$ cat src/rtl/gate4_serial_pkg.sv
// Shared types for the bit-serial logic unit: op codes and FSM states.
package gate4_pkg;

  typedef enum logic [1:0] {
    OP_NOT = 2'b00,
    OP_OR  = 2'b01,
    OP_AND = 2'b10,
    OP_XOR = 2'b11
  } op_t;

  typedef enum logic [1:0] {
    S_IDLE,
    S_BUSY,
    S_DONE
  } state_t;

endpackage

$ cat src/rtl/gate4_serial_if.sv
// Request/response handshake bundle between a producer and gate4_serial.
interface gate4_serial_if
  import gate4_pkg::*;
#(
  parameter int WIDTH = 4
);

  logic             in_valid;
  logic             in_ready;
  op_t              op;
  logic [WIDTH-1:0] a;
  logic [WIDTH-1:0] b;
  logic             out_valid;
  logic             out_ready;
  logic [WIDTH-1:0] out;
  logic             zero;

  modport master (
    output in_valid, op, a, b, out_ready,
    input  in_ready, out_valid, out, zero
  );

  modport slave (
    input  in_valid, op, a, b, out_ready,
    output in_ready, out_valid, out, zero
  );

endinterface

$ cat src/rtl/gate4_serial_gate1_slice.sv
// Single-bit combinational gate shared by every bit position of the serial unit.
module gate1_slice
  import gate4_pkg::*;
(
  input  op_t  op,
  input  logic a,
  input  logic b,
  output logic y
);

  always_comb begin
    y = 1'b0;
    case (op)
      OP_NOT:  y = ~a;
      OP_OR:   y = a | b;
      OP_AND:  y = a & b;
      OP_XOR:  y = a ^ b;
      default: y = 1'b0;
    endcase
  end

endmodule

$ cat src/rtl/gate4_serial.sv
// Bit-serial NOT/OR/AND/XOR unit: one result bit per clock, LSB first,
// through a single gate1_slice, with valid/ready on both sides.
module gate4_serial
  import gate4_pkg::*;
#(
  parameter int WIDTH = 4
)(
  input  logic          clk,
  input  logic          rst_n,
  gate4_serial_if.slave bus
);

  localparam int                CNT_W    = $clog2(WIDTH);
  localparam logic [CNT_W-1:0] CNT_LAST = CNT_W'(WIDTH - 1);

  state_t           state_q,  state_d;
  op_t              op_q,     op_d;
  logic [WIDTH-1:0] a_sr_q,   a_sr_d;
  logic [WIDTH-1:0] b_sr_q,   b_sr_d;
  logic [WIDTH-1:0] res_sr_q, res_sr_d;
  logic [WIDTH-1:0] out_q,    out_d;
  logic             zero_q,   zero_d;
  logic [CNT_W-1:0] cnt_q,    cnt_d;

  logic             slice_y;
  logic [WIDTH-1:0] res_next;

  gate1_slice u_slice (
    .op (op_q),
    .a  (a_sr_q[0]),
    .b  (b_sr_q[0]),
    .y  (slice_y)
  );

  // Fresh bit enters at the MSB so after WIDTH shifts bit 0 lands at position 0.
  assign res_next = {slice_y, res_sr_q[WIDTH-1:1]};

  always_comb begin
    state_d  = state_q;
    op_d     = op_q;
    a_sr_d   = a_sr_q;
    b_sr_d   = b_sr_q;
    res_sr_d = res_sr_q;
    out_d    = out_q;
    zero_d   = zero_q;
    cnt_d    = cnt_q;
    case (state_q)
      S_IDLE: begin
        if (bus.in_valid) begin
          a_sr_d  = bus.a;
          b_sr_d  = bus.b;
          op_d    = bus.op;
          cnt_d   = '0;
          state_d = S_BUSY;
        end
      end
      S_BUSY: begin
        res_sr_d = res_next;
        a_sr_d   = a_sr_q >> 1;
        b_sr_d   = b_sr_q >> 1;
        if (cnt_q == CNT_LAST) begin
          out_d   = res_next;
          zero_d  = (res_next == '0);
          state_d = S_DONE;
        end else begin
          cnt_d = cnt_q + CNT_W'(1);
        end
      end
      S_DONE: begin
        if (bus.out_ready) begin
          state_d = S_IDLE;
        end
      end
      default: state_d = S_IDLE;
    endcase
  end

  always_ff @(posedge clk or negedge rst_n) begin
    if (!rst_n) begin
      state_q  <= S_IDLE;
      op_q     <= OP_NOT;
      a_sr_q   <= '0;
      b_sr_q   <= '0;
      res_sr_q <= '0;
      out_q    <= '0;
      zero_q   <= 1'b0;
      cnt_q    <= '0;
    end else begin
      state_q  <= state_d;
      op_q     <= op_d;
      a_sr_q   <= a_sr_d;
      b_sr_q   <= b_sr_d;
      res_sr_q <= res_sr_d;
      out_q    <= out_d;
      zero_q   <= zero_d;
      cnt_q    <= cnt_d;
    end
  end

  // Handshake flags depend on the state register alone.
  assign bus.in_ready  = (state_q == S_IDLE);
  assign bus.out_valid = (state_q == S_DONE);
  assign bus.out       = out_q;
  assign bus.zero      = zero_q;

endmodule

$ cat src/flat_wrapper.sv
// flat-port wrapper written by rule: the top's interface ports become plain ports
module gate4_serial_flat import gate4_pkg::*;
#(
  parameter int WIDTH = 4
)
  (clk, rst_n, bus_in_valid, bus_op, bus_a, bus_b, bus_out_ready, bus_in_ready, bus_out_valid, bus_out, bus_zero);
  gate4_serial_if #(.WIDTH(WIDTH)) bus_i ();
  input  logic clk;
  input  logic rst_n;
  input wire logic [$bits(bus_i.in_valid)-1:0] bus_in_valid;
  input wire logic [$bits(bus_i.op)-1:0] bus_op;
  input wire logic [$bits(bus_i.a)-1:0] bus_a;
  input wire logic [$bits(bus_i.b)-1:0] bus_b;
  input wire logic [$bits(bus_i.out_ready)-1:0] bus_out_ready;
  output wire logic [$bits(bus_i.in_ready)-1:0] bus_in_ready;
  output wire logic [$bits(bus_i.out_valid)-1:0] bus_out_valid;
  output wire logic [$bits(bus_i.out)-1:0] bus_out;
  output wire logic [$bits(bus_i.zero)-1:0] bus_zero;
  assign bus_i.in_valid = bus_in_valid;
  assign bus_i.op = bus_op;
  assign bus_i.a = bus_a;
  assign bus_i.b = bus_b;
  assign bus_i.out_ready = bus_out_ready;
  assign bus_in_ready = bus_i.in_ready;
  assign bus_out_valid = bus_i.out_valid;
  assign bus_out = bus_i.out;
  assign bus_zero = bus_i.zero;
  gate4_serial #(.WIDTH(WIDTH)) u_core (.clk(clk), .rst_n(rst_n), .bus(bus_i));
endmodule
$ cat config.mk
export PLATFORM = sky130hd
export DESIGN_NAME = gate4_serial_flat
export DESIGN_NICKNAME = d
export VERILOG_FILES = /design/src/rtl/gate4_serial_pkg.sv /design/src/rtl/gate4_serial_if.sv /design/src/rtl/gate4_serial_gate1_slice.sv /design/src/rtl/gate4_serial.sv /design/src/flat_wrapper.sv
export SDC_FILE = /design/constraint.sdc
export NUM_CORES = 1
export LEC_CHECK = 0
export CAP_MARGIN = 20
export CORE_MARGIN = 3
export CORE_UTILIZATION = 30
export CTS_CLUSTER_DIAMETER = 200
export DETAILED_ROUTE_END_ITERATION = 16
export PLACE_DENSITY = 0.55
export SLEW_MARGIN = 10
export SYNTH_ARGS = -nofsm -noshare
export SYNTH_HDL_FRONTEND = slang
export SYNTH_SLANG_ARGS = --single-unit
$ cat constraint.sdc
create_clock -name clk -period 1.7 [get_ports clk]
set_clock_uncertainty 0.05 [all_clocks]
set_input_delay 0.255 -clock clk [delete_from_list [all_inputs] [get_ports clk]]
set_output_delay 0.255 -clock clk [all_outputs]
set_load 0.01 [all_outputs]
==> results, run 1 <==
- For this run, the number of Yosys warnings is 0.
- 0 antenna diodes ended up in the layout.
- The number of pins exceeding their max-slew limit in the final report is 0.
- The vias after detailed routing is 810.
- By area the synthesized netlist is led by dfrtp_1, mux2_2, o21ai_0.
- Of all nets on the critical path, the largest fanout is 5.
- Buffers placed on the I/O ports in this run total 20.
- The number of library cell types mapped by synthesis is 24.
- The mean instance size in the synthesized netlist is 10.88 um2.
- The height of the chip is around 66 um.
- After synthesis, the largest area contributor takes up 51.64% of total cell area.
- The first global-routing pass estimated ~3.7 mm of wire.
- The endpoint type of the worst setup path is an output pin.
- The number of synthesized register bits is 22.
- The first routing iteration left 32 violations.
- Routability-driven placement finished with a final weighted congestion of between 0.7 and 0.8.
- The core area is around 3400 um2.
- The pin count of the biggest net entering global routing is 23.
- The hold-fix buffer count after cts is 0.
- The count of standard-cell rows is 21.
- The power share of the sequential group is 40.2%.
- The smallest setup slack after layout is around 0.086 ns.
- The part of the total power dissipated in combinational logic is 46.9%.
- After legalization and detailed placement, the total HPWL measured ~1.5 mm.
- The detail route stage leaves a number of antenna-violating nets equal to 0.
- The sum of routed wire length over all layers is 2.188 mm.
- At the placement stage, the worst setup path has a slack of 0.09958 ns.
- The final critical-path share of the clock period is between 90 and 100%.
- The number of H-tree levels is 1.
- For this design the static power due to leakage is between 0.6 and 0.7 nW.
- The global-route total usage across every layer is between 10% and 20%.
- The core occupancy in the finished layout is between 40% and 50%.
- The top-level I/O count is 21.
- TritonCTS built the clock tree.
- The clock passes through at most 2 buffers.
- The first detailed-routing pass took 4 iterations.
- After detailed routing, the number of remaining DRC violations is 0.
- The tree is rooted in a clkbuf_4.
- The initial antenna violation count is 0.
- In this run, the clock network consumes 13.0% of the power.
- The slew at the pin closest to its max-slew limit is between 0.3 and 0.4 ns.
- In this run the power spent charging and discharging nets is slightly below 800 uW.
- The post-synthesis sequential area ratio is around half.
- The run finished with clean final reports.
- The clock drives 22 sinks.
- Clock-pin slew was measured on the worst setup and hold paths at 0.12 ns.
- Measured along the x axis, the die boundary spans approximately 66 um.
- The cell area after synthesis is around 1100 um2.
- The number of clock buffers added by TritonCTS is 3.
- Setup repair after global routing left no endpoint under its margin.
- The required time of the critical path is about 1.4 ns.
- In the final routed layout, each cell accounts on average for between 10 and 15 um.
- Across the run, the number of max-cap violations was 0.
- Adding up every negative setup slack in the final design gives 0 ns.
- Counting I/O delays and the setup requirement, the final critical path takes between 1.5 and 2 ns.
- The cell taking the most area after synthesis is dfrtp_1.
- The final hold violation count is 0.
- The number of cells produced by synthesis is 98.
- For the worst-skew pair, the clock arrives at the later sink with an insertion delay of about 0.31 ns.
- The die covers 4305 um2.
- In this run the tightest slew margin relative to its limit is between 70% and 80%.
- Setup violations remaining at the end of the flow were counted as 0.
- The share of cells above drive strength 1 is between 10% and 20%.
- The fraction of power spent switching nets is between 30 and 40%.
- For this run, the post-layout net count is 143.
- Once the floorplan was initialized, standard cells occupied 31.45% of the core.
- The worst-case IR drop observed on VDD is about 0.60 mV.
- Synthesis produced a netlist with a net count of ~120.
- From synthesis to final layout, the design area changed by 31.10%.
- The class of the tightest hold or removal check is input port to asynchronous set/reset pin.
- The worst setup path is launched from a register.
- Timing would allow up to 619.4 MHz.
- Using the TritonRoute via totals, the vias-per-cell ratio works out to between 4 and 5.
- The global route total overflow is 0.
- The internal power contribution is roughly 1.5 mW.
- At the worst endpoint, the arrival time is roughly 1.3 ns.
- The areal power density over the cells is between 1500 and 2000 nW/um2.
- The category of the most critical setup path is register to output pin.
- The number of global-route vias before repair was ~770.
-- synthesized netlist by cell type --
library cell   n
a2bb2oi_1      1
nor4_1         1
dfrtp_1       22
nand3b_1       1
ha_1           3
nor2b_4        1
o21ai_0       11
a21oi_1        7
buf_2          2
clkbuf_1       3
a22oi_1        5
a22o_1         4
mux2i_1        2
and3b_1        1
nor2b_1        8
nand2b_1       1
o21bai_1       1
mux2_2         5
nor2_1         3
inv_1          7
nand2_1        5
buf_4          1
mux2_1         2
mux4_2         1
-- registers in the layout (all words and copies together) (netlist names) --
register	flops
u_core.cnt_q	2
u_core.op_q	2
u_core.res_sr_q	3
u_core.bus.out	4
u_core.state_q	2
u_core.bus.zero	1
u_core.b_sr_q	4
u_core.a_sr_q	4
-- final timing paths --
check / startpoint / slack [ns] / end / cells after the start
min: rst_n / 0.24 / u_core.bus.out[2]$_DFFE_PN0P_ / 2
min reg2reg: u_core.bus.out[2]$_DFFE_PN0P_ / 0.44 / u_core.bus.out[2]$_DFFE_PN0P_ / 2
min in group clk: u_core.bus.out[2]$_DFFE_PN0P_ / 0.44 / u_core.bus.out[2]$_DFFE_PN0P_ / 2
max reg2reg: u_core.a_sr_q[0]$_DFFE_PN0P_ / 0.10 / u_core.bus.zero$_DFFE_PN0P_ / 5
max: u_core.state_q[0]$_DFFE_PN0P_ / 0.09 / bus_out_valid / 4
max in group asynchronous: rst_n / 1.12 / u_core.state_q[1]$_DFFE_PN0P_ / 2
-- layout by cell type, fill, tap and decap left out --
master           instances
dfrtp_1                 21
clkdlybuf4s50_1         18
o21ai_0                 11
buf_4                    9
nor2b_1                  8
inv_1                    7
a21oi_1                  7
nand2_1                  5
a22oi_1                  5
mux2_2                   5
a22o_1                   4
nor2_1                   3
ha_1                     3
clkbuf_4                 3
mux2i_1                  2
mux2_1                   2
dlygate4sd2_1            2
nand2b_1                 1
nand3b_1                 1
nor4_1                   1
mux4_2                   1
o21bai_1                 1
and3b_1                  1
nor2b_4                  1
a2bb2oi_1                1
clkbuf_8                 1
dfrtp_2                  1
-- critical path, cell delays in order, from the launching register on --
cell and delay, ns:
dfrtp_1 0.40, buf_4 0.15, nand2b_1 0.15, inv_1 0.05, dlygate4sd2_1 0.25
-- final cells by class --
cell class | instances | area [um2]
well taps | 46 | 57.56
flip-flops and latches | 22 | 551.8
fillers | 329 | 1992
repair buffers | 29 | 265.3
multi-input cells | 63 | 460.4
inverters | 7 | 26.28
clock buffers | 4 | 36.28
-- metrics by stage --
stage | total power [mW] | instances | hold WS (ns) | cell area [um2]
2_1_floorplan | 1.588 | 98 | -0.09059 | 1066
3_5_place_dp | 1.950 | 164 | 0.4234 | 1340
3_3_place_gp | 1.922 | 164 | 0.4190 | 1340
5_1_grt | 2.470 | 171 | 0.2425 | 1398
4_1_cts | 2.277 | 170 | 0.2283 | 1390
6_report | 2.256 | 171 | 0.2367 | 1398
-- power groups by stage --
stage	Clock (mW)	Sequential [mW]	Combinational [mW]
after CTS	0.310	0.907	1.06
final	0.293	0.907	1.06
after detailed placement	0	0.944	1.01
after global placement	0	0.938	0.983
after floorplan	0	0.908	0.680
after global routing	0.340	0.942	1.19
-- per-layer routing --
layer | global-route usage [%] | part of all wire [%] | up-vias
met3 | 4.103 | 7.3 | 2
met5 | 0 | 0 | -
met2 | 18.58 | 44 | 30
met1 | 14.59 | 48 | 381
li1 | - | - | 397
met4 | 3.886 | 0.78 | 0
-- cells by family (layout without fill, tap and decap cells) --
kind of cell	count (synthesis)	after routing	share of synthesized area (%)
AOI/OAI and AO/OA	29	29	16.78
DFF	22	22	51.64
and+or+nand+nor	21	21	11.50
buffers and inverters	13	40	5.165
muxes	10	10	11.38
adders and majority gates	3	3	3.522
-- timing repair --
item | CTS | global route
endpoints found under the setup margin | 2 | 1
buffers inserted | 2 | 1
resized for setup | 3 | 0
cloned | 0 | 0
Power figures use the tool's default switching activity.
==> inputs of run 2 (changes only) <==
Settings changed: ABC_AREA set to 1, CTS_BUF_LIST set to sky130_fd_sc_hd__clkbuf_2.
==> run 2 against run 1 <==
  * First-iteration DRC count increased by 22%
  * Sequential power decreased by 0.4%
  * Routed wire length decreased by 4.4%
  * Via count increased by 8.4%
==> results, run 2 <==
- The final RePlAce weighted congestion is 0.7714 (-1.1%).
- The length of the first detailed-routing pass in iterations is 5 (+1).
- The number of cells produced by synthesis is 125 (+28%).
- Setup repair after global routing left no endpoint under its margin.
- The maximum clock insertion buffer count is 2 (unchanged).
- The number of library cell types mapped by synthesis is 17 (-29%).
- The logic depth of the worst register-to-register path is 6 (+1).
- The number of H-tree levels was 1 (unchanged).
- The number of flops mapped to enable cells by yosys is 0 (unchanged).
- The post-layout minimum cycle time is 1.605 ns (-0.009553 ns).
- The pin count of the biggest net entering global routing is 23 (unchanged).
- The die area was 4277 um2 (-0.64%).
- The highest clock frequency the design can meet came to 623.1 MHz (+0.60%).
- By area the synthesized netlist is led by dfrtp_1, nand2_1, inv_1.
- Leaving out fill and tap cells, the most frequent cell in the layout is nand2_1.
- The flow ran to the end, and the final reports show no timing, DRC or antenna violations.
- The final setup violation count is 0 (unchanged).
- The required time of the critical path was 1.39 ns (about the same).
- The headroom to the max-slew limit came to 76.62% (-1.0 points).
- The commonest cells after synthesis are nand2_1, dfrtp_1, inv_1.
- The placed cell count is 190 (+16%).
- The element type at the critical path start is a register.
- TritonCTS built the clock tree.
- The height of the chip is 65.40 um (-0.32%).
- Relative to the synthesized area, the layout overhead comes to 29.67%.
- The number of buffers inserted during clock tree synthesis was 3 (unchanged).
- The number of pins exceeding their max-slew limit in the final report is 0 (unchanged).
- The routed wire length per instance was 10.67 um (-17%).
- The slew at the pin closest to its max-slew limit is 0.3494 ns (+0.01493 ns).
- The remaining routing DRC violations came to 0 (unchanged).
- The number of global-route vias before repair is 826 (+6.9%).
- The global route total overflow came to 0 (unchanged).
- The core area was 3203 um2 (-5.5%).
- The top-level I/O count is 21 (unchanged).
- The cell sitting at the root of the clock tree is a clkbuf_2.
- The final design area excluding fillers is 1373 um2 (-1.8%).
- The async set-or-reset flop fraction in the synthesized netlist is 100.0% (unchanged).
- The residual antenna-violating net count after detailed routing was 0 (unchanged).
- The global-route total usage across every layer is 10.71% (-0.93 points).
- The startpoint of the most critical register-to-register path is u_core.state_q[0]$_DFFE_PN0P_.
- The initial antenna violation count is 0 (unchanged).
- The count of standard-cell rows is 20 (-4.8%).
- The worst-path maximum fanout came to 4 (-1).
- The number of DRC violations after detailed-routing iteration 0 is 39 (+22%).
- The die outline width was 65.40 um (-0.32%).
- The areal power density over the cells is 1790 nW/um2 (+11%).
- The sum of routed wire length over all layers is 2.092 mm (-4.4%).
- The leakage component of the power is 0.7024 nW (+12%).
- The worst setup path is captured at an output pin.
- The total negative slack for setup checks is 0 ns (unchanged).
- The number of nets in the layout was 170 (+19%).
- The category of the most critical setup path is register to output pin.
- The mean instance size in the synthesized netlist was 8.468 um2 (-22%).
- The max-capacitance violation count is 0 (unchanged).
- The final HPWL from detailed placement is 1.579 mm (+2.2%).
- The worst-skew pair later-pin latency came to 0.34 ns (+0.03 ns).
- The register-to-register setup slack is 0.27 ns (+0.17 ns).
- Leaving out fill and tap cells, the most frequent cells in the layout are nand2_1, dfrtp_1, clkdlybuf4s50_1.
- The average vias per placed instance is 4.480 (-5.4%).
- The count of input and output buffers was 20 (unchanged).
- The wire length of the first global-routing pass came to 3.525 mm (-5.2%).
- Of all cell types, the one taking the most synthesized area is dfrtp_1.
- The number of synthesized register bits is 22 (unchanged).
- The final hold violation count is 0 (unchanged).
- The cell area after synthesis is 1059 um2 (-0.70%).
- The highest ir drop seen on vdd was 0.6204 mV (+2.6%).
- In the post-synthesis netlist, the cell with the most instances is nand2_1.
- The end of the worst register-to-register path is u_core.b_sr_q[1]$_DFFE_PN0P_.
- The most used flip-flop cell after synthesis is dfrtp_1.
- The vias after detailed routing was 878 (+8.4%).
- The clock-pin transition on the worst setup and hold timing paths is 0.22 ns (+0.10 ns).
- The hold-fix buffer count after cts was 0 (unchanged).
- The CTS sink count is 22 (unchanged).
- The post-synthesis sequential area ratio is 52.01% (+0.37 points).
- The number of filler cells placed in the layout is 342 (+4.0%).
- The final critical-path share of the clock period is 94.40% (-0.56 points).
- The cell area after placement was 1314 um2 (-2.0%).
- The smallest setup slack after layout is 0.09512 ns (+0.009553 ns).
- The worst setup slack before clock tree synthesis came to 0.1677 ns (+0.06809 ns).
- The count of placed standard cells in the final layout, fillers left out is 196 (+15%).
- The antenna cell count was 0 (unchanged).
- The post-synth net total is 142 (+23%).
- The share of cells above drive strength 1 came to 12.50% (-4.3 points).
- The core occupancy in the finished layout came to 42.85% (+1.6 points).
- The effective utilization at floorplan is 33.05% (+1.6 points).
- The synthesis warning total is 0 (unchanged).
- The endpoint arrival time on the critical path is 1.30 ns (about the same).
- The share of the synthesized area in the top cell type is 52.01% (+0.37 points).
- The class of the tightest hold or removal check is input port to asynchronous set/reset pin.
run 2: how the worst max path moves through the flow:
stage	cells past startpoint	slack (ns)	start	endpoint
after floorplan	6	0.53	u_core.state_q[0]$_DFFE_PN0P_	u_core.a_sr_q[1]$_DFFE_PN0P_
after global placement	2	0.20	u_core.state_q[0]$_DFFE_PN0P_	bus_in_ready
after global routing	3	0.003	u_core.state_q[1]$_DFFE_PN0P_	bus_out_valid
after detailed placement	2	0.17	u_core.state_q[0]$_DFFE_PN0P_	bus_in_ready
final	3	0.1	u_core.state_q[1]$_DFFE_PN0P_	bus_out_valid
after CTS	3	0.08	u_core.state_q[1]$_DFFE_PN0P_	bus_out_valid
run 2: logic make-up after synthesis:
family | share of synthesized area [%]
compound gates | 10.17
fa+ha+maj | 3.546
buf+inv | 8.156
flops | 52.01
simple gates | 26.12
run 2: critical path, stage by stage, from the launching register on:
cell and delay [ns]:
dfrtp_1 0.47, inv_1 0.16, nor2_1 0.05, dlygate4sd2_1 0.28
run 2: layout make-up:
cell class | instances | area, um2 | area share, %
sequential | 22 | 551.8 | 40.20
multi-input combinational | 84 | 421.7 | 30.72
timing repair buffer | 25 | 235.2 | 17.14
inverter | 17 | 63.81 | 4.649
tap | 44 | 55.05 | 4.011
clock inverter | 1 | 30.03 | 2.188
clock buffer | 3 | 15.01 | 1.094
run 2: per-stage QoR:
step,power (mW),hold WS (ns)
finish,2.457,0.1710
global route,2.692,0.1535
CTS,2.487,0.1701
detailed placement,2.094,0.4180
global placement,2.052,0.4115
floorplan,1.743,-0.09059
run 2: report_power, final:
part / internal, mW / switching (mW) / leakage, nW
clock network: 0.203 / 0.163 / 0.0266
logic: 0.498 / 0.691 / 0.400
registers: 0.759 / 0.143 / 0.276
total: 1.46 / 0.997 / 0.702
run 2: what timing repair did:
action | CTS | global route
setup buffers | 2 | 0
gates resized for setup | 3 | 0
setup endpoints to repair | 2 | 0
run 2: per-layer routing:
layer	wire [um]	up-vias	GRT usage (%)	part of all wire (%)
met1	931	413	11.95	45
met2	1031	20	19.09	49
met4	9	0	2.332	0.43
li1	-	443	-	-
met3	119	2	4.274	5.7
met5	0	-	0	0
==> inputs of run 3 (changes only) <==
Settings changed: CORE_ASPECT_RATIO set to 1.1, SLEW_MARGIN 10 to 20.
==> run 3 against run 2 <==
  * Setup slack improved by 0.052 ns
  * Sequential cell count unchanged
  * Clock power fell by 45%
==> results, run 3 (synthesis results as in run 2) <==
- The clock-pin transition on the worst setup and hold timing paths is 0.20 ns (-0.02 ns).
- The cell family with the largest share of critical-path delay is flip-flops.
- The worst-skew pair later-pin latency is 0.31 ns (-0.03 ns).
- The topmost layer with routed signal wires is met4.
- The most common cell after layout, fill and taps aside is nand2_1.
- The number of buffers inserted during clock tree synthesis is 3 (unchanged).
- The final RePlAce weighted congestion is 0.7556 (-2.0%).
- The required time of the critical path was 1.39 ns (about the same).
- The leakage component of the power was 0.6945 nW (-1.1%).
- The count of standard-cell rows is 22 (+10%).
- The number of DRC violations after detailed-routing iteration 0 is 37 (-5.1%).
- The global route total overflow was 0 (unchanged).
- The vias after detailed routing is 832 (-5.2%).
- The core area is 3358 um2 (+4.8%).
- The total negative slack for setup checks is 0 ns (unchanged).
- The count of input and output buffers is 20 (unchanged).
- The path class of the tightest hold or removal check is input port to asynchronous set/reset pin.
- The startpoint identified for the worst register-to-register timing path is u_core.state_q[0]$_DFFE_PN0P_.
- The remaining routing DRC violations came to 0 (unchanged).
- The critical path goes through inv_1 -> nor2_1 -> dlygate4sd2_1.
- In the layout the commonest cells are nand2_1, dfrtp_1, clkdlybuf4s50_1.
- The placed cell count came to 195 (+2.6%).
- The length of the first detailed-routing pass in iterations is 4 (-1).
- Setup repair after global routing left no endpoint under its margin.
- The final setup violation count is 0 (unchanged).
- The final worst hold slack is 0.1987 ns (+0.02763 ns).
- The final HPWL from detailed placement is 1.472 mm (-6.8%).
- The initial antenna violation count is 0 (unchanged).
- The die area came to 4278 um2 (about the same).
- The headroom to the max-slew limit is 79.51% (+2.9 points).
- The top-level I/O count is 21 (unchanged).
- The die outline width is 62.64 um (-4.2%).
- The max-capacitance violation count is 0 (unchanged).
- The antenna cell count is 0 (unchanged).
- The CTS sink count is 22 (unchanged).
- The endpoint type of the worst setup path is an output pin.
- The number of pins exceeding their max-slew limit in the final report is 0 (unchanged).
- The global-route total usage across every layer is 9.946% (-0.77 points).
- The number of H-tree levels was 1 (unchanged).
- The worst setup slack before clock tree synthesis was 0.1920 ns (+0.02433 ns).
- The flow ran to the end, and the final reports show no timing, DRC or antenna violations.
- The wire length of the first global-routing pass is 3.339 mm (-5.3%).
- The highest ir drop seen on vdd came to 0.5533 mV (-11%).
- The post-layout minimum cycle time is 1.553 ns (-0.05199 ns).
- The library cell used as clock root buffer is clkbuf_2.
- The pin count of the biggest net entering global routing is 23 (unchanged).
- The residual antenna-violating net count after detailed routing is 0 (unchanged).
- The critical path is of the register to output pin type.
- The height of the chip is 68.30 um (+4.4%).
- The buffering stage count on the worst path with inverters included was 2 (unchanged).
- The final hold violation count was 0 (unchanged).
- The final critical-path share of the clock period came to 91.35% (-3.1 points).
- The highest clock frequency the design can meet came to 644.0 MHz (+3.3%).
- The delay of the slowest critical-path stage is 0.46 ns (about the same).
- The worst-path maximum fanout is 4 (unchanged).
- The number of global-route vias before repair came to 810 (-1.9%).
- The smallest setup slack after layout is 0.1471 ns (+0.05199 ns).
- The register-to-register setup slack is 0.41 ns (+0.14 ns).
- The number of nets in the layout is 171 (+0.59%).
- The maximum clock insertion buffer count is 2 (unchanged).
- The post-layout total power came to 2.288 mW (-6.9%).
- The critical path starts at u_core.state_q[1]$_DFFE_PN0P_.
- The element type at the critical path start is a register.
- The areal power density over the cells is 1684 nW/um2 (-5.9%).
- The effective utilization at floorplan is 31.52% (-1.5 points).
- The met1 wire length came to 870 um (-6.6%).
- TritonCTS built the clock tree.
- The endpoint arrival time on the critical path is 1.25 ns (-0.05 ns).
- The slew at the pin closest to its max-slew limit was 0.3063 ns (-0.04317 ns).
- The sum of routed wire length over all layers is 1.891 mm (-9.6%).
- The hold-fix buffer count after cts is 0 (unchanged).
- The total met3 wirelength after detailed routing is 104 um (-13%).
- The slowest stage of the critical path is the dfrtp_1 cell.
- The count of placed standard cells in the final layout, fillers left out is 201 (+2.6%).
- The routed wire length per instance was 9.408 um (-12%).
- From synthesis to final layout, the design area changed by 28.37%.
- The average vias per placed instance is 4.139 (-7.6%).
- The detailed route wirelength on metal2 is 896 um (-13%).
- The share of cells above drive strength 1 is 12.42% (-0.082 points).
-- run 3: changes by cell type in the layout (fill, tap and decap cells not counted) --
cell       previous run  this run
buf_4                 5         6
bufinv_16             1         0
clkinv_1              0         1
-- run 3: report_power, final --
part / internal [mW] / total, mW / switching, mW
sequential: 0.759 / 0.892 / 0.133
clock: 0.0512 / 0.201 / 0.150
combinational: 0.517 / 1.19 / 0.677
-- run 3: final timing paths --
path,to,depth (start not counted)
setup / recovery,bus_out_valid,3
hold / removal,u_core.bus.out[0]$_DFFE_PN0P_,2
setup reg to reg,u_core.a_sr_q[2]$_DFFE_PN0P_,7
hold reg to reg,u_core.bus.zero$_DFFE_PN0P_,2
max in group asynchronous,u_core.state_q[0]$_DFFE_PN0P_,2
min in group clk,u_core.op_q[1]$_DFFE_PN0P_,3
-- run 3: final cells by class --
type / count / area (um2)
Clock buffer: 3 / 15.01
Fill cell: 377 / 1999
Clock inverter: 1 / 3.754
Multi-Input combinational cell: 84 / 421.7
Timing Repair Buffer: 26 / 242.7
Tap cell: 48 / 60.06
Sequential cell: 22 / 551.8
Inverter: 17 / 63.81
-- run 3: through the flow --
stage	util, %	area [um2]
6_report	40.46	1359
5_1_grt	40.46	1359
4_1_cts	40.46	1359
3_5_place_dp	39.49	1326
3_3_place_gp	39.49	1326
2_1_floorplan	-	1059
-- run 3: layer usage --
metal / vias to the layer above / GRT usage, %
met5: - / 0
met4: 0 / 4.683
met3: 4 / 2.135
met2: 18 / 18.24
met1: 360 / 11.20
li1: 450 / -
-- run 3: what timing repair did --
item	CTS	global route
endpoints found under the setup margin	2	0
gates resized for setup	3	0
endpoints found under the hold margin	0	0
setup buffers	2	0
